[src/rtl/regfile_mp.sv]
// Multi-port register file: two write ports (port 1 wins on collision), NREAD
// combinational read ports, optional zero register, optional write bypass and a scrub engine.
module regfile_mp #(
  parameter int WIDTH    = 32,
  parameter int DEPTH    = 32,
  parameter int NREAD    = 2,
  parameter int ZERO_REG = 0,
  parameter int BYPASS   = 1,
  localparam int AW      = $clog2(DEPTH)
) (
  input  logic                   clock,
  input  logic                   clear,
  input  logic                   write1,
  input  logic [AW-1:0]          writeIndex1,
  input  logic [WIDTH-1:0]       writeData1,
  input  logic                   write2,
  input  logic [AW-1:0]          writeIndex2,
  input  logic [WIDTH-1:0]       writeData2,
  input  logic [NREAD*AW-1:0]    readIndex,
  output logic [NREAD*WIDTH-1:0] readValue,
  input  logic                   scrubStart,
  output logic                   scrubBusy,
  output logic                   scrubDone,
  output logic                   writeCollision
);

  typedef enum logic {IDLE = 1'b0, SCRUB = 1'b1} state_t;

  state_t           state_q, state_d;
  logic [AW-1:0]    sc_q, sc_d;
  logic             done_q, done_d;
  logic             coll_q, coll_d;
  logic [WIDTH-1:0] mem_q [DEPTH];
  logic [WIDTH-1:0] mem_d [DEPTH];

  logic busy;
  logic same_idx;
  logic we1, we2;

  assign busy     = (state_q == SCRUB);
  assign same_idx = (writeIndex1 == writeIndex2);

  // External writes are dropped while scrubbing; entry 0 is read-only with ZERO_REG.
  assign we1 = write1 && !busy && !((ZERO_REG != 0) && (writeIndex1 == '0));
  assign we2 = write2 && !busy && !(write1 && same_idx)
               && !((ZERO_REG != 0) && (writeIndex2 == '0));

  always_comb begin
    mem_d = mem_q;
    if (we2) mem_d[writeIndex2] = writeData2;
    if (we1) mem_d[writeIndex1] = writeData1;
    if (busy) mem_d[sc_q] = '0;
  end

  always_comb begin
    state_d = state_q;
    sc_d    = sc_q;
    done_d  = 1'b0;
    coll_d  = write1 && write2 && same_idx && !busy;
    case (state_q)
      IDLE: begin
        if (scrubStart) begin
          state_d = SCRUB;
          sc_d    = '0;
        end
      end
      SCRUB: begin
        if (sc_q == AW'(DEPTH - 1)) begin
          state_d = IDLE;
          sc_d    = '0;
          done_d  = 1'b1;
        end else begin
          sc_d = sc_q + AW'(1);
        end
      end
      default: state_d = IDLE;
    endcase
  end

  always_ff @(posedge clock) begin
    if (clear) begin
      state_q <= IDLE;
      sc_q    <= '0;
      done_q  <= 1'b0;
      coll_q  <= 1'b0;
      for (int i = 0; i < DEPTH; i++) mem_q[i] <= '0;
    end else begin
      state_q <= state_d;
      sc_q    <= sc_d;
      done_q  <= done_d;
      coll_q  <= coll_d;
      for (int i = 0; i < DEPTH; i++) mem_q[i] <= mem_d[i];
    end
  end

  assign scrubBusy      = busy;
  assign scrubDone      = done_q;
  assign writeCollision = coll_q;

  for (genvar k = 0; k < NREAD; k++) begin : g_rd
    logic [AW-1:0]    idx;
    logic [WIDTH-1:0] val;

    assign idx = readIndex[k*AW +: AW];

    // Port 1 is applied last so it takes precedence over port 2 on a shared index.
    always_comb begin
      val = mem_q[idx];
      if ((BYPASS != 0) && !busy) begin
        if (write2 && (writeIndex2 == idx)) val = writeData2;
        if (write1 && (writeIndex1 == idx)) val = writeData1;
      end
      if ((ZERO_REG != 0) && (idx == '0)) val = '0;
    end

    assign readValue[k*WIDTH +: WIDTH] = val;
  end

endmodule

[config.mk]
export PLATFORM = sky130hd
export DESIGN_NAME = regfile_mp
export DESIGN_NICKNAME = d
export VERILOG_FILES = /design/src/rtl/regfile_mp.sv
export SDC_FILE = /design/constraint.sdc
export NUM_CORES = 2
export LEC_CHECK = 0
export ABC_CLOCK_PERIOD_IN_PS = 9500
export BUFFER_PORTS_ARGS = -buffer_cell sky130_fd_sc_hd__buf_2
export CORE_MARGIN = 4
export CORE_UTILIZATION = 45
export DETAILED_ROUTE_END_ITERATION = 12
export GPL_TIMING_DRIVEN = 0
export HOLD_SLACK_MARGIN = 0.02
export PLACE_DENSITY = 0.63
export SYNTH_ARGS = -nofsm -noshare
export SYNTH_HDL_FRONTEND = slang
export SYNTH_SLANG_ARGS = --single-unit
[constraint.sdc]
create_clock -name clock -period 9.5 [get_ports clock]
set_input_delay 2.85 -clock clock [delete_from_list [all_inputs] [get_ports clock]]
set_output_delay 2.85 -clock clock [all_outputs]
set_load 0.01 [all_outputs]
== Word level (Yosys, flattened, before mapping) ==
Cells that the tools add are included.
W data, S select, Z words.

* Flip-flop bits (word level): 1032
* Latch bits: 0
* Bits in writable memories: 0
* Memory bits (read-only): 0
* Input port bits: 89
* Logic and storage cells: 107
* Memories kept: 0

* Add/subtract/negate cells: 1
* Multipliers: 0
* Divide/modulo/power cells: 0
* Magnitude comparators: 8
* Eq/ne operators: 7
* Shift operators: 0
* Muxes and demuxes: 30
* Bitwise gates (word level): 8
* Reduce and logical (&&, ||, !) cells: 17

{| class="wikitable"
|+ Operators with widths
! operator !! count
|-
| $mux W1024 || 3
|-
| $bwmux W1024 || 2
|-
| $and A1024 B1024 Y1024 || 1
|-
| $not A1024 Y1024 || 1
|-
| $demux W32 S5 || 3
|-
| $mux W32 || 13
|-
| $bmux W32 S5 || 2
|-
| $ge A6 B6 Y1 const B || 5
|-
| $not A5 Y6 || 5
|-
| $eq A5 B5 Y1 || 5
|-
| $lt A6 B1 Y1 const B || 3
|-
| $logic_and A1 B1 Y1 || 14
|-
| $mux W5 || 2
|-
| $pmux W5 S2 || 1
|-
| $add A5 B1 Y5 const B || 1
|-
| $eq A5 B5 Y1 const B || 1
|-
| $mux W1 || 3
|-
| $logic_not A1 Y1 || 2
|-
| $ne A2 B2 Y1 const B || 1
|-
| $pmux W1 S2 || 1
|-
| $reduce_or A2 Y1 || 1
|-
| $not A1 Y1 || 1
|}

== Longest topological paths before layout ==
* Word-level depth: 11
* Gate-level depth with buffers: 10
* Mapped depth without buffers: 7

== Least setup slack after synthesis ==
No wires, ideal clock.

* Path kind: input-to-output
* Start point: input readIndex[5]
* End point: output readValue[51]
* Arrival: 4.528 ns
* Required time: 6.650 ns
* Slack: 2.122 ns
* Cell stages on the path: 10
* Cell sequence: buf_2 > buf_4 > buf_4 > xor2_1 > nor4_1 > and3_1 > clkbuf_1 > buf_2 > a31oi_1 > o22ai_1

* Cells in the longest elaborated chain, start to end: 7

{| class="wikitable"
|+ Ends and longest elaborated chain
! item !! line !! RTL
|-
| start: declaration || 19 || <nowiki>input logic [NREAD*AW-1:0] readIndex,</nowiki>
|-
| $not A5 Y6 (not written as such) || 108 || <nowiki>val = mem_q[idx];</nowiki>
|-
| $bmux W32 S5 || 108 ||
|-
| $mux W32 (not written as such) (2 in series) || 108 ||
|-
| $mux W32 || 110 || <nowiki>if (write2 && (writeIndex2 == idx)) val = writeData2;</nowiki>
|-
| $mux W32 || 111 || <nowiki>if (write1 && (writeIndex1 == idx)) val = writeData1;</nowiki>
|-
| $mux W32 (*) || 109 || <nowiki>if ((BYPASS != 0) && !busy) begin</nowiki>
|-
| end: declaration || 20 || <nowiki>output logic [NREAD*WIDTH-1:0] readValue,</nowiki>
|}

Every way passes the cells marked *; elsewhere a longest branch is shown, timed or not. The select of a mux whose other input is x is not followed.

== Worst setup path after layout ==
* Start point: input readIndex[7]
* End point: output readValue[37]

The elaborated chain is that of the path after synthesis.

==> flow_metrics.tcl <==
set metrics [dict create \
    grt.total_usage 0.5365 \
    syn_area_per_cell_sq_um 9.369 \
    fin_nets 7280 \
    finalWirelength_um 424200 \
    fp.dieW_um 389.1 \
    cp_num_buf_inv 4 \
    worst_slack_ns -0.3526 \
    ctsRootBufferMaster "clkbuf_16" \
    endpoint_kind "primary output" \
    first_global_vias 61480 \
    switching_power_uw 3775 \
    fp.coreArea_sq_mm 0.1440 \
    antenna_found_initial 38 \
    fp.dieArea_sq_mm 0.1514 \
    p_total_uw 11340 \
    crit_top_cell "buf_2" \
    syn-num-nets 7069 \
    ys_types 54 \
    yosysTopAreaCellShare 0.3161 \
    post-route-min-period_ns 9.853 \
    num_vias 68272 \
    grt_max_degree 20 \
    drtAntennaViolNets 0 \
    dp_hpwl_um 325800 \
    fmax_mhz 101.5 \
    cellLeakagePower_uw 0.03284 \
    p_clk_frac 0.433 \
    drt-pass1-iter-count 9 \
    setup_violations 33 \
    rows 139 \
    fin_crit_sh 1.037 \
    overflow 0 \
    p_seq_frac 0.395 \
    syn_to_final_growth_pct 10.89 \
    placed_cells 8966 \
    drt_iter0_drc 12473 \
    yosysSeqAreaShare 0.3161 \
    swShare 0.3330 \
    yosys.area.top_type "dfxtp_1" \
    cp_cell_sequence "buf_2 -> buf_2 -> clkbuf_1 -> mux4_2 -> o22ai_1 -> or4_1 -> o22ai_1 -> buf_2" \
    h-tree-depth 3 \
    n_fill_cell 13636 \
    final_layout_size_suffix_gt1_frac 0.1186 \
    violations "capacitance limit, slew limit, setup timing" \
    power_density_mw_per_mm2 156.5 \
    synthFlopType "dfxtp_1" \
    required_ns 6.65 \
    hold_buffers 0 \
    p_int_uw 7563 \
    place.gp.congestion 1.138 \
    drc 0 \
    hold_class "flop to flop" \
    cap_violations 16 \
    die_h_um 389.1 \
    synth_area_leaders "dfxtp_1, mux2i_1, a211oi_1" \
    cts_tree "yes" \
    start_util 0.4538 \
    cts_buffer_depth 3 \
    ir_drop_mv 0.1541 \
    critPathMaxStageDelay_ns 1.20 \
    syn_area_sq_mm 0.06535 \
    grt_first_pass_wirelength_um 555400 \
    crit_family "buffers and inverters" \
    yosys_register_bits 1032 \
    io_pins 156 \
    tightestPinTransition_ns 1.703 \
    clk_pin_slew_ns 0.06 \
    maxSlewHeadroom -0.1350 \
    status "finished, violations left" \
    via_per_inst 7.396 \
    crit_arrival_ns 7.00 \
    netlist_instances 6975 \
    portBuffers 82 \
    cp-start-kind "input pin" \
    critPathSlowestCell "clkbuf_1" \
    cts_sinks 1032 \
    yosys_warnings 0 \
    critPathKind "input pin to primary output" \
    pwr-share-comb 0.172 \
    finClkSkew_ns 0.04903 \
    timing.final.hold_violations 0 \
    cts_setup_buffers 0 \
    async_reset_ff_frac 0 \
    report.final.slew_viol_count 157 \
    cp_max_fo 10 \
    clock_latency_ns 0.82 \
    synth-edff-count 0 \
    wl_per_cell_um 45.96 \
    tritoncts.num_buffers 121 \
    fin_cells 9231 \
]
==> worst paths after layout <==
| check | depth (start not counted) | slack, ns | end | start |
|---|---|---|---|---|
| setup reg to reg | 6 | 4.79 | mem_q[971] | scrubBusy |
| setup / recovery | 8 | -0.35 | readValue[37] | readIndex[7] |
| hold / removal | 2 | 0.58 | mem_q[355] | mem_q[355] |
| hold reg to reg | 2 | 0.58 | mem_q[355] | mem_q[355] |
==> metrics by stage <==
stage	setup slack, ns	TNS [ns]	utilization	instance area, sq um	hold WS (ns)
after global placement	-0.4939	-3.396	0.4732	68140	0.5550
after detailed placement	-0.2728	-0.5041	0.4742	68280	0.5589
after global routing	-0.008309	-0.008309	0.5026	72380	0.5915
after CTS	0.002885	0	0.5021	72300	0.5751
final	-0.3526	-4.786	0.5032	72460	0.5774
after floorplan	2.122	0	-	65350	0.5168
==> final cells by class <==
type                       count  area [sq um]  area share
timing repair buffer          89         528.0    0.007286
sequential                  1032         20660      0.2851
inverter                      66         247.7    0.003419
tap                         1903          2381     0.03286
clock inverter                46         485.5    0.006699
multi-input combinational   4944         39890      0.5505
buffer                       932          4638     0.06401
clock buffer                 178          3532     0.04874
antenna                       41         102.6    0.001416
==> registers in the layout (all words and copies together) (netlist names) <==
register,cells
scrubBusy,1
mem_q,1024
scrubDone,1
sc_q,5
writeCollision,1
==> layer usage <==
metal | global-route usage | up-vias | wire, um
met5 | 0.02041 | - | 295
met4 | 0.4318 | 18 | 43260
met3 | 0.2765 | 1438 | 69270
met2 | 0.6708 | 6490 | 153100
met1 | 0.6736 | 33745 | 158300
li1 | - | 26581 | -
==> cell families (layout without fill, tap and decap cells) <==
logic type	Yosys count	after routing	share of synthesized area
multiplexers	1798	1798	0.3237
AO/OA/AOI/OAI	1674	1674	0.1905
AND/OR/NAND/NOR	1442	1442	0.09110
flip-flops	1032	1032	0.3161
buffers and inverters	999	1311	0.07377
XOR/XNOR	25	25	0.003810
adder cells (fa/ha/maj)	5	5	0.0009573
other	0	41	0
==> layout by cell type, fill, tap and decap left out, types with 38 or more instances in the layout <==
cell type,Yosys,routed
a211oi_1,1024,1024
a21oi_1,74,74
a22oi_1,191,191
a31oi_1,65,65
buf_1,58,53
buf_2,118,202
buf_6,48,48
buf_8,42,48
clkbuf_1,643,632
clkbuf_16,0,121
clkbuf_2,0,38
dfxtp_1,1032,1032
diode_2,0,41
inv_1,66,66
mux2i_1,1544,1544
mux4_2,252,252
nand2_1,174,174
nand3_1,74,72
nor2_1,1036,1036
nor3_1,67,67
o21ai_0,63,63
o22ai_1,158,158
==> Yosys cell counts, types with 74 or more instances <==
master,count
a21oi_1,74
nand2_1,174
mux4_2,252
buf_2,118
o22ai_1,158
clkbuf_1,643
nand3_1,74
a211oi_1,1024
mux2i_1,1544
nor2_1,1036
a22oi_1,191
dfxtp_1,1032
==> worst reg2reg max path, cell delays in order, from the launching register on <==
cell and delay [ns]:
dfxtp_1 0.77, clkbuf_1 0.70, nor2b_1 0.63, nand2_1 0.49, o21bai_1 1.10, clkbuf_1 0.77, a211oi_1 0.13
==> repair_timing <==
item | in CTS | in global routing
resized for setup | 4 | 32
pin swaps | 0 | 0
endpoints found under the setup margin | 5 | 20
gates cloned | 0 | 0
==> power by group through the flow <==
stage               registers (uW)  logic [uW]  clock network, uW
finish                        4480        1950               4910
global route                  4480        1880               5010
CTS                           4470        1780               4840
detailed placement            4560        1780                  0
global placement              4560        1770                  0
floorplan                     4530         873                  0
(Power assumes the default switching activity.)
